--- config.mk ---
export PLATFORM = sky130hd
export DESIGN_NAME = mem_ctrl_flat
export DESIGN_NICKNAME = d
export VERILOG_FILES = /design/src/rtl/mem_ctrl_if.sv /design/src/rtl/mem_ctrl.sv /design/src/flat_wrapper.sv
export SDC_FILE = /design/constraint.sdc
export NUM_CORES = 1
export LEC_CHECK = 0
export CORE_UTILIZATION = 52
export DETAILED_ROUTE_END_ITERATION = 10
export PLACE_DENSITY = 0.88
export SLEW_MARGIN = 20
export SYNTH_ARGS = -nofsm -noshare
export SYNTH_HDL_FRONTEND = slang
export SYNTH_SLANG_ARGS = --single-unit
--- constraint.sdc ---
create_clock -name clk -period 7.85 [get_ports clk]
set_clock_uncertainty 0.1 [all_clocks]
set_input_delay 1.57 -clock clk [delete_from_list [all_inputs] [get_ports clk]]
set_output_delay 1.57 -clock clk [all_outputs]
set_load 0.1 [all_outputs]
--- src/rtl/mem_ctrl_if.sv ---
// mem_ctrl_if: core-side request/response and byte-wide RAM/IO port of mem_ctrl
interface mem_ctrl_if;
  logic [7:0]  mem_din;
  logic [7:0]  mem_dout;
  logic [31:0] mem_a;
  logic        mem_wr;
  logic        io_buffer_full;
  logic        if_sig;
  logic [31:0] if_addr;
  logic        if_done;
  logic [31:0] if_data;
  logic        ls_sig;
  logic        load_or_store;
  logic [2:0]  len;
  logic [31:0] ls_addr;
  logic [31:0] store_val;
  logic        ls_done;
  logic [31:0] ls_data;
  logic        clear;
  modport slave (
    input  mem_din, io_buffer_full, if_sig, if_addr, ls_sig, load_or_store, len, ls_addr, store_val, clear,
    output mem_dout, mem_a, mem_wr, if_done, if_data, ls_done, ls_data
  );
  modport master (
    output mem_din, io_buffer_full, if_sig, if_addr, ls_sig, load_or_store, len, ls_addr, store_val, clear,
    input  mem_dout, mem_a, mem_wr, if_done, if_data, ls_done, ls_data
  );
endinterface

--- src/rtl/mem_ctrl.sv ---
// mem_ctrl: byte-serial RAM/IO controller arbitrating instruction fetch and load/store requests
module mem_ctrl (
  input  logic      clk,
  input  logic      rst,
  input  logic      rdy,
  mem_ctrl_if.slave b
);
  typedef enum logic [1:0] {IDLE, READ, WRITE, DONE} state_t;
  state_t st, st_n;
  logic id, last_grant, is_st, win, grant, stall;
  logic [2:0] n, cnt;
  logic [31:0] addr, sval, asm_q, word, if_data_q, ls_data_q;
  // requester ids: 0 = fetch, 1 = load/store
  assign win = (b.if_sig && b.ls_sig) ? ~last_grant : b.ls_sig;
  assign grant = st == IDLE && !b.clear && (b.if_sig || b.ls_sig);
  assign b.mem_a = (st == READ || st == WRITE) ? addr + {29'd0, cnt} : 32'd0;
  assign b.mem_dout = st == WRITE ? sval[{cnt[1:0], 3'b000} +: 8] : 8'd0;
  assign stall = b.mem_a[17:16] == 2'b11 && b.io_buffer_full;
  assign b.mem_wr = st == WRITE && rdy && !stall;
  assign b.if_done = st == DONE && !id && rdy && !b.clear;
  assign b.ls_done = st == DONE && id && rdy && !(b.clear && !is_st);
  assign b.if_data = if_data_q;
  assign b.ls_data = ls_data_q;
  // RAM byte arriving now belongs to the address issued last cycle
  always_comb begin
    word = asm_q;
    word[{cnt[1:0] - 2'd1, 3'b000} +: 8] = b.mem_din;
  end
  always_comb begin
    st_n = st;
    case (st)
      IDLE:  st_n = grant ? (win && b.load_or_store ? WRITE : READ) : IDLE;
      READ:  st_n = b.clear ? IDLE : cnt == n ? DONE : READ;
      WRITE: st_n = !stall && cnt == n - 3'd1 ? DONE : WRITE;
      DONE:  st_n = IDLE;
    endcase
  end
  always_ff @(posedge clk) begin
    if (rst) begin
      st <= IDLE;
      id <= 1'b0;
      last_grant <= 1'b0;
      is_st <= 1'b0;
      n <= 3'd0;
      cnt <= 3'd0;
      addr <= '0;
      sval <= '0;
      asm_q <= '0;
      if_data_q <= '0;
      ls_data_q <= '0;
    end else if (rdy) begin
      st <= st_n;
      if (grant) begin
        id <= win;
        last_grant <= win;
        is_st <= win && b.load_or_store;
        addr <= win ? b.ls_addr : b.if_addr;
        sval <= b.store_val;
        n <= !win || (b.len != 3'd1 && b.len != 3'd2) ? 3'd4 : b.len;
        cnt <= 3'd0;
        asm_q <= '0;
      end else if (st == READ) begin
        cnt <= cnt + 3'd1;
        if (cnt != 3'd0) asm_q <= word;
        if (cnt == n && !id) if_data_q <= word;
        if (cnt == n && id) ls_data_q <= word;
      end else if (st == WRITE && !stall) cnt <= cnt + 3'd1;
    end
  end
endmodule

--- src/flat_wrapper.sv ---
// flat-port wrapper written by rule: the top's interface ports become plain ports
module mem_ctrl_flat 
  (clk, rst, rdy, b_mem_din, b_io_buffer_full, b_if_sig, b_if_addr, b_ls_sig, b_load_or_store, b_len, b_ls_addr, b_store_val, b_clear, b_mem_dout, b_mem_a, b_mem_wr, b_if_done, b_if_data, b_ls_done, b_ls_data);
  mem_ctrl_if b_i ();
  input  logic clk;
  input  logic rst;
  input  logic rdy;
  input wire logic [$bits(b_i.mem_din)-1:0] b_mem_din;
  input wire logic [$bits(b_i.io_buffer_full)-1:0] b_io_buffer_full;
  input wire logic [$bits(b_i.if_sig)-1:0] b_if_sig;
  input wire logic [$bits(b_i.if_addr)-1:0] b_if_addr;
  input wire logic [$bits(b_i.ls_sig)-1:0] b_ls_sig;
  input wire logic [$bits(b_i.load_or_store)-1:0] b_load_or_store;
  input wire logic [$bits(b_i.len)-1:0] b_len;
  input wire logic [$bits(b_i.ls_addr)-1:0] b_ls_addr;
  input wire logic [$bits(b_i.store_val)-1:0] b_store_val;
  input wire logic [$bits(b_i.clear)-1:0] b_clear;
  output wire logic [$bits(b_i.mem_dout)-1:0] b_mem_dout;
  output wire logic [$bits(b_i.mem_a)-1:0] b_mem_a;
  output wire logic [$bits(b_i.mem_wr)-1:0] b_mem_wr;
  output wire logic [$bits(b_i.if_done)-1:0] b_if_done;
  output wire logic [$bits(b_i.if_data)-1:0] b_if_data;
  output wire logic [$bits(b_i.ls_done)-1:0] b_ls_done;
  output wire logic [$bits(b_i.ls_data)-1:0] b_ls_data;
  assign b_i.mem_din = b_mem_din;
  assign b_i.io_buffer_full = b_io_buffer_full;
  assign b_i.if_sig = b_if_sig;
  assign b_i.if_addr = b_if_addr;
  assign b_i.ls_sig = b_ls_sig;
  assign b_i.load_or_store = b_load_or_store;
  assign b_i.len = b_len;
  assign b_i.ls_addr = b_ls_addr;
  assign b_i.store_val = b_store_val;
  assign b_i.clear = b_clear;
  assign b_mem_dout = b_i.mem_dout;
  assign b_mem_a = b_i.mem_a;
  assign b_mem_wr = b_i.mem_wr;
  assign b_if_done = b_i.if_done;
  assign b_if_data = b_i.if_data;
  assign b_ls_done = b_i.ls_done;
  assign b_ls_data = b_i.ls_data;
  mem_ctrl u_core (.clk(clk), .rst(rst), .rdy(rdy), .b(b_i));
endmodule
==> impl_results.md <==
- Hold Fails Final Rpt: 0
- Synth Warn #: 0
- Main synth FF type: dfxtp_1
- EDFF count, synth: 0
- Pwr Total: 2.20 mW
- CTS Hold Bufs: 0
- Core footprint: 14,600 µm²
- Pre-antenna DRT Iters: 5
- Nets@finish: 1,206
- Status: completed
- Crit Path Class: reg -> out
- Num Clock Sinks: 170
- CTS Buffer Depth: 2
- Tmin final: 5.81 ns
- Global-route wire length before repair: 34,000 µm
- Cell variety after synth: 51
- Port buffer count: 221
- Starting density of the core: 53.5%
- Setup ws final: 2.04 ns
- Synthesized area: 7800 µm²
- Post-DP HPWL: 14,300 µm
- Static Leakage: 3.92 nW
- # DRC: 0
- Place WS: 2.22 ns
- Die area: 15,500 µm²
- Seq/Total Area, Yosys: 43.6%
- Setup-failing EPs final: 0
- Die Y: 124 µm
- Setup TNS: 0 ns
- DR vias: 7,081
- Async set or reset register ratio after synthesis: 0%
- Worst Max-Slew Pin Slew: 1.08 ns
- Global placement routability congestion: 0.807
- Arrival @ worst endpoint: 4.14 ns
- Power Density: 204 nW/µm²
- FP Rows: 44
- Post-DRT Antenna Nets: 0
- Chip width: 124 µm
- Area delta synth->final: 38.1%
- Cts bufs inserted: 17
- Achievable Freq: 172 MHz
- Initial antenna violation count: 0
- Critical Path Sink Type: output port
- GRT Total Usage: 27.1%
- Synth Net Count: 1,018
- IO Count: 222
- Hold slack: 0.359 ns
- Number of global-route vias before repair: 7,014
- Largest net degree at the start of global routing: 104
- Routed WL: 20,700 µm
- Drt wl/cell: 16.3 µm
- CTS HTree Levels: 4
- Crit share post-route: 74.0%
- CTS tree: built
- Clock-pin slew on the worst setup and hold paths: 0.06 ns
- Hold Path Class: reg -> reg
- Slew Limit Fails: 0
- WP data required: 6.18 ns
- Antenna cells: 0
- Max-cap violations: 0
- CTS resizes: 0
- Root Driver: clkbuf_16
- Gr ovfl total: 0
- Crit Path Max Fanout: 17
- Share of cells above drive strength 1: 6.35%
- RSZ-0062 raised after global routing: false
- Worst VDD drop: 174 µV
- Vias per inst: 5.57
- Syn Area/Cell: 8.80 µm²
- Slew margin rel.: 28.3%
- Yosys reg bits: 170
- Clk_lat worst skew: 0.43 ns
- Post-CTS setup buffers: 0
- DR iter-0 viols: 513
- Syn Inst Count: 887
- Crit path launch type: register
## synth_stat cells, types with 2 or more instances
cell / count / area, µm²
buf_2: 2 / 10.0
nand3_1: 13 / 65.1
a211oi_1: 65 / 488
and2_1: 35 / 219
or2_2: 2 / 12.5
and3_1: 4 / 25.0
mux2i_1: 33 / 330
o21ai_0: 38 / 190
o2111ai_1: 2 / 17.5
nand4_1: 4 / 25.0
dfxtp_1: 170 / 3400
ha_1: 15 / 188
a21boi_0: 5 / 37.5
xor2_1: 15 / 131
nor3b_1: 3 / 22.5
inv_1: 18 / 67.6
a22o_1: 35 / 307
and4_1: 3 / 26.3
o21ai_1: 2 / 10.0
nor2b_1: 35 / 219
a21oi_1: 70 / 350
xnor2_1: 17 / 149
nor2_1: 103 / 387
nor4_1: 2 / 12.5
or3_1: 4 / 25.0
nor4b_1: 3 / 26.3
a211o_2: 3 / 30.0
a21o_1: 2 / 15.0
nand2_1: 52 / 195
buf_1: 2 / 7.51
mux4_2: 8 / 180
nor3_1: 44 / 220
clkbuf_1: 60 / 225
## worst max-delay path, cell delays in order, from the launching register on
cell	delay, ns
dfxtp_1	0.88
fa_1	0.35
a21o_1	0.15
and3_1	0.19
nand4_1	0.34
nor3_1	0.30
xor2_1	0.16
and2_1	0.15
clkdlybuf4s50_1	1.18
## report_power, final
group          switching, mW  internal, mW  total [mW]  leakage, nW
sequential            0.0262         0.895       0.921         1.38
combinational          0.248         0.141       0.389         2.24
clock                  0.337         0.550       0.886        0.305
## metal layers
layer / track usage (%) / vias up / wire length, µm
met2: 46.4 / 238 / 10300
li1: - / 3521 / -
met3: 8.08 / 49 / 1310
met5: 0 / - / 0
met4: 13.0 / 0 / 644
met1: 30.8 / 3273 / 8500
## layout make-up
class                           instances  area, µm²
Multi-Input combinational cell        635       4150
Fill cell                            1038       3810
Sequential cell                       170       3400
Timing Repair Buffer                  233       2300
Clock buffer                           21        460
Tap cell                              184        230
Clock inverter                         10        166
Inverter                               18       67.6
## state kept, by name, indices dropped and copies added (netlist names)
| signal | count |
|---|---|
| u_core.id | 1 |
| u_core.b.ls_data | 32 |
| u_core.asm_q | 32 |
| u_core.cnt | 3 |
| u_core.st | 2 |
| u_core.b.if_data | 32 |
| u_core.sval | 32 |
| u_core.is_st | 1 |
| u_core.n | 3 |
| u_core.addr | 32 |
## placed cells by master (no fill, tap or decap), types with 35 or more instances in the layout
master / instances
nor2_1: 102
clkdlybuf4s50_1: 220
nor3_1: 44
dfxtp_1: 170
a22o_1: 35
nor2b_1: 35
a21oi_1: 69
a211oi_1: 65
and2_1: 35
nand2_1: 52
o21ai_0: 38
## path summary, 6_finish.rpt
| path | start | end | slack [ns] | cells after the start |
|---|---|---|---|---|
| hold reg to reg | u_core.addr[22]$_SDFFE_PP0P_ | u_core.addr[22]$_SDFFE_PP0P_ | 0.36 | 2 |
| hold / removal | u_core.addr[22]$_SDFFE_PP0P_ | u_core.addr[22]$_SDFFE_PP0P_ | 0.36 | 2 |
| setup / recovery | u_core.cnt[1]$_SDFFE_PP0P_ | b_mem_a[26] | 2.04 | 8 |
| setup reg to reg | u_core.cnt[1]$_SDFFE_PP0P_ | u_core.asm_q[8]$_SDFFE_PP0P_ | 4.69 | 8 |
## through the flow
stage	instance area [µm²]	utilization [%]	cells
after floorplan	7800	-	887
after CTS	10800	73.9	1271
final	10800	73.9	1271
after global routing	10800	73.9	1271
after global placement	10200	69.6	1240
after detailed placement	10200	69.6	1240
## kinds of logic after synthesis
kind of cell	Yosys count	synth area share [%]
XOR/XNOR	32	3.59
adder cells (fa/ha/maj)	16	2.66
AND/OR/NAND/NOR	316	20.0
flip-flops	170	43.6
buffers and inverters	82	3.98
AO/OA/AOI/OAI	230	19.6
multiplexers	41	6.54
Note: power is estimated with default switching activity, not from simulation.
